`config.mk`:
```
export PLATFORM = sky130hd
export DESIGN_NAME = lc4_trace_recorder
export DESIGN_NICKNAME = d
export VERILOG_FILES = /design/src/rtl/lc4_trace_recorder.sv
export SDC_FILE = /design/constraint.sdc
export NUM_CORES = 2
export LEC_CHECK = 0
export ABC_AREA = 1
export CAP_MARGIN = 15
export CORE_ASPECT_RATIO = 0.6
export CORE_UTILIZATION = 35
export CTS_CLUSTER_DIAMETER = 30
export DETAILED_ROUTE_END_ITERATION = 8
export DONT_BUFFER_PORTS = 1
export PLACE_DENSITY = 0.52
export SETUP_SLACK_MARGIN = 0.5
export SYNTH_ARGS = -nofsm -noshare
export SYNTH_HDL_FRONTEND = slang
export SYNTH_SLANG_ARGS = --single-unit
```
`constraint.sdc`:
```
create_clock -name clk -period 16.2 [get_ports clk]
set_input_delay 4.05 -clock clk [delete_from_list [all_inputs] [get_ports clk]]
set_output_delay 4.05 -clock clk [all_outputs]
set_load 0.02 [all_outputs]
```
`src/rtl/lc4_trace_recorder.sv`:
```
// rtl/lc4_trace_recorder.sv - LC4 retirement trace recorder: commit-stream snooper, record FIFO, CPI counters
// Optional cycle statistics are built only when TRACE_STATS_EN is defined.
module lc4_trace_recorder #(
    parameter int WORD_SIZE  = 64,
    parameter int DEPTH_LOG2 = 4,
    parameter int CNT_W      = 32
) (
    input  logic                        clk,
    input  logic                        rst,
    input  logic                        gwe,
    input  logic                        i_enable,
    input  logic [1:0]                  test_stall,
    input  logic [15:0]                 test_cur_pc,
    input  logic [15:0]                 test_cur_insn,
    input  logic                        test_regfile_we,
    input  logic [2:0]                  test_regfile_wsel,
    input  logic [WORD_SIZE-1:0]        test_regfile_data,
    input  logic                        test_nzp_we,
    input  logic [2:0]                  test_nzp_new_bits,
    input  logic                        test_dmem_we,
    input  logic [2:0]                  test_dmem_addr,
    input  logic [WORD_SIZE-1:0]        test_dmem_data,
    output logic [44+2*WORD_SIZE-1:0]   o_rec,
    output logic                        o_rec_valid,
    input  logic                        i_rec_ready,
    output logic                        o_overflow,
    output logic [CNT_W-1:0]            o_drop_cnt,
    output logic [CNT_W-1:0]            o_cnt_cycles,
    output logic [CNT_W-1:0]            o_cnt_exec,
    output logic [CNT_W-1:0]            o_cnt_cache,
    output logic [CNT_W-1:0]            o_cnt_branch,
    output logic [CNT_W-1:0]            o_cnt_load
);
    localparam int REC_W = 44 + 2*WORD_SIZE;
    localparam int DEPTH = 1 << DEPTH_LOG2;
    localparam int OCC_W = DEPTH_LOG2 + 1;

    logic [REC_W-1:0]      mem_q [DEPTH];
    logic [DEPTH_LOG2-1:0] wr_ptr_q, wr_ptr_d, rd_ptr_q, rd_ptr_d;
    logic [OCC_W-1:0]      count_q, count_d;
    logic [REC_W-1:0]      rec_q, rec_d, new_rec;
    logic                  valid_q;
    logic                  overflow_q;
    logic [CNT_W-1:0]      drop_cnt_q;

    logic samp, known, st_exec, st_cache, st_branch, st_load;
    logic full, push_evt, push_ok, pop, drop;

    function automatic logic [CNT_W-1:0] sat_inc(input logic [CNT_W-1:0] v, input logic en);
        return (en && (v != {CNT_W{1'b1}})) ? v + 1'b1 : v;
    endfunction

    // Unknown stall codes match no item, so they neither push nor count.
    always_comb begin
        known     = 1'b0;
        st_exec   = 1'b0;
        st_cache  = 1'b0;
        st_branch = 1'b0;
        st_load   = 1'b0;
        case (test_stall)
            2'd0: begin known = 1'b1; st_exec   = 1'b1; end
            2'd1: begin known = 1'b1; st_cache  = 1'b1; end
            2'd2: begin known = 1'b1; st_branch = 1'b1; end
            2'd3: begin known = 1'b1; st_load   = 1'b1; end
            default: ;
        endcase
    end

    always_comb begin
        samp     = gwe & i_enable;
        push_evt = samp & st_exec;
        full     = (count_q == OCC_W'(DEPTH));
        pop      = valid_q & i_rec_ready;
        push_ok  = push_evt & (~full | pop);
        drop     = push_evt & full & ~pop;
        count_d  = count_q + OCC_W'(push_ok) - OCC_W'(pop);
        wr_ptr_d = wr_ptr_q + DEPTH_LOG2'(push_ok);
        rd_ptr_d = rd_ptr_q + DEPTH_LOG2'(pop);
        new_rec  = {test_cur_pc, test_cur_insn, test_regfile_we, test_regfile_wsel,
                    test_regfile_data, test_nzp_we, test_nzp_new_bits, test_dmem_we,
                    test_dmem_addr, test_dmem_data};
        // Head register: a push into an otherwise-empty FIFO bypasses the array read.
        if (count_d == '0)
            rec_d = '0;
        else if (push_ok && (count_q == OCC_W'(pop)))
            rec_d = new_rec;
        else
            rec_d = mem_q[rd_ptr_d];
    end

    always_ff @(posedge clk) begin
        if (push_ok)
            mem_q[wr_ptr_q] <= new_rec;
    end

    always_ff @(posedge clk) begin
        if (rst) begin
            wr_ptr_q   <= '0;
            rd_ptr_q   <= '0;
            count_q    <= '0;
            rec_q      <= '0;
            valid_q    <= 1'b0;
            overflow_q <= 1'b0;
            drop_cnt_q <= '0;
        end else begin
            wr_ptr_q   <= wr_ptr_d;
            rd_ptr_q   <= rd_ptr_d;
            count_q    <= count_d;
            rec_q      <= rec_d;
            valid_q    <= (count_d != '0);
            overflow_q <= overflow_q | drop;
            drop_cnt_q <= sat_inc(drop_cnt_q, drop);
        end
    end

    assign o_rec       = rec_q;
    assign o_rec_valid = valid_q;
    assign o_overflow  = overflow_q;
    assign o_drop_cnt  = drop_cnt_q;

`ifdef TRACE_STATS_EN
    logic [CNT_W-1:0] cyc_q, exec_q, cache_q, branch_q, load_q;

    always_ff @(posedge clk) begin
        if (rst) begin
            cyc_q    <= '0;
            exec_q   <= '0;
            cache_q  <= '0;
            branch_q <= '0;
            load_q   <= '0;
        end else begin
            cyc_q    <= sat_inc(cyc_q,    samp & known);
            exec_q   <= sat_inc(exec_q,   samp & st_exec);
            cache_q  <= sat_inc(cache_q,  samp & st_cache);
            branch_q <= sat_inc(branch_q, samp & st_branch);
            load_q   <= sat_inc(load_q,   samp & st_load);
        end
    end

    assign o_cnt_cycles = cyc_q;
    assign o_cnt_exec   = exec_q;
    assign o_cnt_cache  = cache_q;
    assign o_cnt_branch = branch_q;
    assign o_cnt_load   = load_q;
`else
    assign o_cnt_cycles = '0;
    assign o_cnt_exec   = '0;
    assign o_cnt_cache  = '0;
    assign o_cnt_branch = '0;
    assign o_cnt_load   = '0;
`endif

endmodule

```
* After elaboration in Yosys (flattened, before gate mapping) *
Memories as Yosys holds them, arrays and structs flattened.
Index checks and enable logic that the tools add are counted.

word-level totals
  bits in registers = 219
  memory bits (writable) = 2,752
  output and inout port bits = 366
  memories = 1

memories
  memory  depth  width  rd ports  clocked after Yosys merged registers in  wr ports  RTL line  text
  mem_q   16     172    1         0                                        1         38        logic [REC_W-1:0] mem_q [DEPTH];

cells by class
  add/subtract/negate cells = 5
  equal/unequal tests = 3
  multiplexer cells = 4
  bitwise operators = 10
  reduce and logical (&&, ||, !) cells = 6

operator list
  kind                                                             number
  172-bit 2-to-1 mux                                               1
  32-bit by 1-bit adder with 32-bit output, second input constant  1
  32-bit != test, second input constant                            1
  4-bit by 1-bit adder with 4-bit output                           2
  1-bit AND                                                        6
  5-bit by 1-bit adder with 5-bit output                           1
  5-bit by 1-bit equality test with 1-bit output                   1
  5-bit equality test, second input constant                       1
  5-bit logical NOT                                                1
  5-bit nonzero test                                               1
  5-bit by 1-bit subtractor with 5-bit output                      1
  1-bit 2-to-1 mux                                                 3
  1-bit logical AND                                                2
  2-bit logical NOT                                                1
  1-bit inverter                                                   2
  1-bit bitwise OR                                                 2
  2-bit OR reduction                                               1

* Longest topological paths before layout *
  depth after elaboration = 8
  depth in mapped cells = 18
  mapped depth without buffers = 16

* Worst setup path after synthesis *
No wires, ideal clock.

  path type = input -> register
  from = in i_rec_ready
  to = mem mem_q[11][0] (netlist bit) (enable)
  library setup time = 707 ps
  arrival = 11,977 ps
  data required time = 15,493 ps
  slack = 3,516 ps
  cell stages on the path = 7
  cells stage by stage = nand2_2 inv_1 nor2_1 nor2_2 buf_2 nand3_1 nor2_1

between the ends
  word-level cells in the longest chain between the ends = 5

RTL lines
  element                                 RTL line  text
  start, declared                         25        input logic i_rec_ready,
  1-bit AND                               73        pop = valid_q & i_rec_ready;
  1-bit bitwise OR                        74        push_ok = push_evt & (~full | pop);
  1-bit AND                               74
  1-bit 2-to-1 mux                        92        if (push_ok)
  1-bit 2-to-1 mux (implied by the code)  93        mem_q[wr_ptr_q] <= new_rec;
  end, declared                           38

Every way passes these cells.

* Worst setup path in the final report *
  from = in i_rec_ready
  to = reg rec_q[140], in the netlist o_rec[140]

between the ends
  elaborated cells between the ends (all ways) = 12
  those cells by class = 3 x add/sub; 1 x eq/ne; 1 x mux; 3 x bitwise; 3 x reduce/logical; 1 x memory

RTL lines
  element                                 RTL line  text
  1-bit AND                               73
  4-bit by 1-bit adder with 4-bit output  78        rd_ptr_d = rd_ptr_q + DEPTH_LOG2'(pop);
  net rd_ptr_d[0]                         39        logic [DEPTH_LOG2-1:0] wr_ptr_q, wr_ptr_d, rd_ptr_q, rd_ptr_d;
  memory read 16 x 172 bit                -
  172-bit 2-to-1 mux                      85        else if (push_ok && (count_q == OCC_W'(pop)))
  end signal, assigned                    109       rec_q <= rec_d;
  end, declared                           41        logic [REC_W-1:0] rec_q, rec_d, new_rec;

The timed path passes the listed nets, and every way through them passes these cells.
A chain may end at the register's enable or synchronous reset.

==> summary.txt <==
Run status
  • Outcome: complete, but fails checks
  • Failing checks: max-slew violations

Synthesis
  • Flop and latch count out of synthesis: 2,971
  • Post-synth top area share: 0.6955
  • Commonest cells post-synth: nand2_1, edfxtp_1, nand3_1
  • Synthesized-area fraction occupied by xor and xnor cells: 0.001464
  • Cell type contributing the most total cell area after synthesis: edfxtp_1
  • Mapped Area: 118,800 sq um
  • Mux share of post-synthesis cell area: 0
  • Most common cell in the synthesized netlist: nand2_1
  • Combinational family with the most area after synthesis: simple AND/OR/NAND/NOR gates
  • Average cell area after synthesis: 11.71 sq um
  • Top cells by area in the synthesized netlist: edfxtp_1, nand2_1, nand3_1
  • Count of flip-flops with a built-in enable after synthesis: 2,752
  • Yosys synthesis warning count: 0
  • Area share of fa/ha/maj cells after synthesis: 0.001221
  • Synthesized-area fraction occupied by and/or/nand/nor cells: 0.2125
  • Post-Syn Instances: 10,150
  • Ys flop type: edfxtp_1
  • Share of the yosys chip area belonging to registers: 0.7323
  • Synth cell types: 35
  • Post-synthesis compound-gate area fraction: 0.01488
  • Share of flip-flops with an asynchronous set or reset after synthesis: 0

STA
  • Relative slew slack: -0.02447
  • Unrepaired setup endpoints after global routing: no
  • Slew of the pin with the lowest slew margin: 1.537 ns
  • Final setup TNS: 0 ns
  • Final critical-path required period: 8.287 ns
  • Fmax: 120.7 MHz
  • Final-report hold violation count: 0
  • Final Skew: 0.05347 ns
  • Number of failing setup endpoints in the final timing report: 0
  • Post-route worst setup slack: 7.913 ns
  • Final slew viol count: 61
  • Final worst path period share: 0.5115

CTS
  • Clock tree buffer depth: 4
  • Number of H-tree levels: 5
  • Clock slew seen by the registers of the worst setup and hold paths: 0.05 ns
  • Insertion delay of the later-clocked pin in the worst-skew pair: 0.95 ns
  • Number of cells upsized or downsized after cts: 0
  • Number of buffers created by CTS: 478
  • CTS Root Buffer Type: clkbuf_16
  • TritonCTS clock tree: yes
  • Sinks on Clock Net: 2,971
  • Cts hold-fix bufs: 0
  • Post CTS Setup Buffer Count: 0

GRT
  • Gr ovfl total: 0
  • Pin count of the biggest net entering global routing: 289
  • Number of antenna violations at the first check in global routing: 10
  • GR Util All Layers: 0.2065
  • Vias in the first global route: 74,870
  • Wire length of the first global-routing pass: 525.3 mm

Worst hold path
  • Count of cells along the worst hold path: 2
  • Type of the most critical hold path: flop to flop

Power
  • Lkg Pwr: 0.04940 uW
  • Largest voltage drop on the vdd net: 184.7 uV
  • Total power after layout: 24,680 uW
  • Pwr/cell area: 177.4 nW/um^2

Critical path
  • Cells along the critical path: nand2_2 -> inv_1 -> ha_4 -> inv_16 -> buf_12 -> buf_4 -> nand2_1 -> nand3_1 -> nand3_1 -> nand3_1 -> nand3_1 -> a21oi_1
  • Worst reg-to-reg path cell count: 12
  • Dominant delay contributor by cell family on the critical path: buffers and inverters
  • Crit path top cell by count: nand3_1
  • Stage delay of the slowest cell on the critical path: 1.02 ns
  • Sort of element at the start of the critical path: input port
  • Critical path depth: 12
  • Crit-path max FO: 288
  • Number of buffer and inverter stages on the critical path: 4
  • Master of the slowest instance on the critical path: buf_4
  • Data arrival time of the critical path: 9.11 ns
  • Classification of the worst setup path: input port to flop
  • Sort of element at the end of the critical path: flop
  • R2r setup slk: 10.50 ns
  • Worst path required time: 17.02 ns

Place
  • Detailed Place HPWL: 169.6 mm
  • Port Buf Inserts: 0
  • Post-place setup slack: 7.000 ns
  • Global placer's final weighted congestion: 0.7819

Drt
  • Remaining design rule violation count: 0
  • WL per Instance: 24.20 um
  • Via count of the routed design: 77,500
  • DRT antenna net count: 0
  • Via density: 5.152
  • First-pass detailed-route iteration total: 6
  • Total wire length: 364.0 mm
  • Detailed Route Iter0 Violations: 7,627

Floorplanning
  • Horizontal die dimension: 754.2 um
  • Die Height: 453.3 um
  • Number of top-level pins: 545
  • Effective utilization at floorplan: 0.3523
  • # rows: 165
  • Placeable Area: 337,300 sq um
  • Full die area: 341,900 sq um

Layout
  • Final #Nets: 10,310
  • Synthesis-to-finish area growth: 17.03%
  • Fillers: 31,030
  • Number of antenna cells inserted: 0
  • Fraction of layout instances using a drive strength above 1: 0.09579

Flow run
  • Max-capacitance violation count: 0
[path summary, 6_finish.rpt]
kind / startpoint / end
max: i_rec_ready / o_rec[140]
min reg2reg: wr_ptr_q[3] / wr_ptr_q[3]
min: wr_ptr_q[3] / wr_ptr_q[3]
max reg2reg: o_rec_valid / o_rec[140]
[power breakdown]
part | switching, uW | internal (uW) | total, uW
sequential | 474 | 8630 | 9110
clock | 3810 | 6700 | 10500
combinational | 3640 | 1420 | 5060
[flip-flops by register name, summed over array words and instances, names as in the netlist]
name	flops
count_q	5
mem_q	2752
o_drop_cnt	32
o_overflow	1
o_rec	172
o_rec_valid	1
rd_ptr_q	4
wr_ptr_q	4
[placed cells by master, fill, tap and decap left out, types with 46 or more instances in the layout]
cell / synthesis / routed
a21oi_1: 164 / 164
nor2_1: 480 / 464
edfxtp_1: 2752 / 2752
clkinv_2: 0 / 74
inv_1: 68 / 68
buf_4: 182 / 104
o21ai_0: 175 / 175
conb_1: 1 / 160
clkbuf_16: 0 / 485
nand3_1: 2240 / 2239
dfxtp_1: 219 / 219
nand2_1: 3130 / 3129
bufinv_16: 0 / 71
clkinv_1: 0 / 46
clkinvlp_4: 0 / 65
[cell type report]
| type | instances | area, sq um | share of cell area |
|---|---|---|---|
| multi-input combinational | 6463 | 28130 | 0.2023 |
| sequential | 2971 | 87020 | 0.6258 |
| clock buffer | 540 | 12460 | 0.08962 |
| inverter | 74 | 314.1 | 0.002258 |
| timing repair buffer | 127 | 1249 | 0.008979 |
| tap | 4509 | 5642 | 0.04057 |
| clock inverter | 359 | 4252 | 0.03057 |
[layer usage]
metal,vias to the layer above,routed length [um],global-route usage
met5,-,0,0
met3,538,27870,0.04246
met4,0,8224,0.05340
met1,38800,162500,0.2888
met2,2750,165500,0.3291
li1,35420,-,-
[per-stage QoR]
step	instances	hold slack, ns	instance area (sq um)	utilization
floorplan	10310	0.4906	119400	-
global placement	14140	0.5119	122300	0.3626
detailed placement	14140	0.5235	122400	0.3627
CTS	15040	0.5295	139100	0.4123
global route	15040	0.5689	139100	0.4123
finish	15040	0.5327	139100	0.4123
[cell families after synthesis]
kind of cell	after synthesis
other cells	1
xor+xnor	19
compound gates	351
simple gates	5922
flops	2971
buf+inv	871
fa+ha+maj	11
[tightest hold or removal path: cells and delay by family (launching register included)]
| family | cells | cell delay (ns) |
|---|---|---|
| flip-flops | 1 | 0.32 |
| AO/OA/AOI/OAI | 1 | 0.07 |
| buffers and inverters | 1 | 0.10 |
No activity file was read; power rests on OpenSTA's default activity.
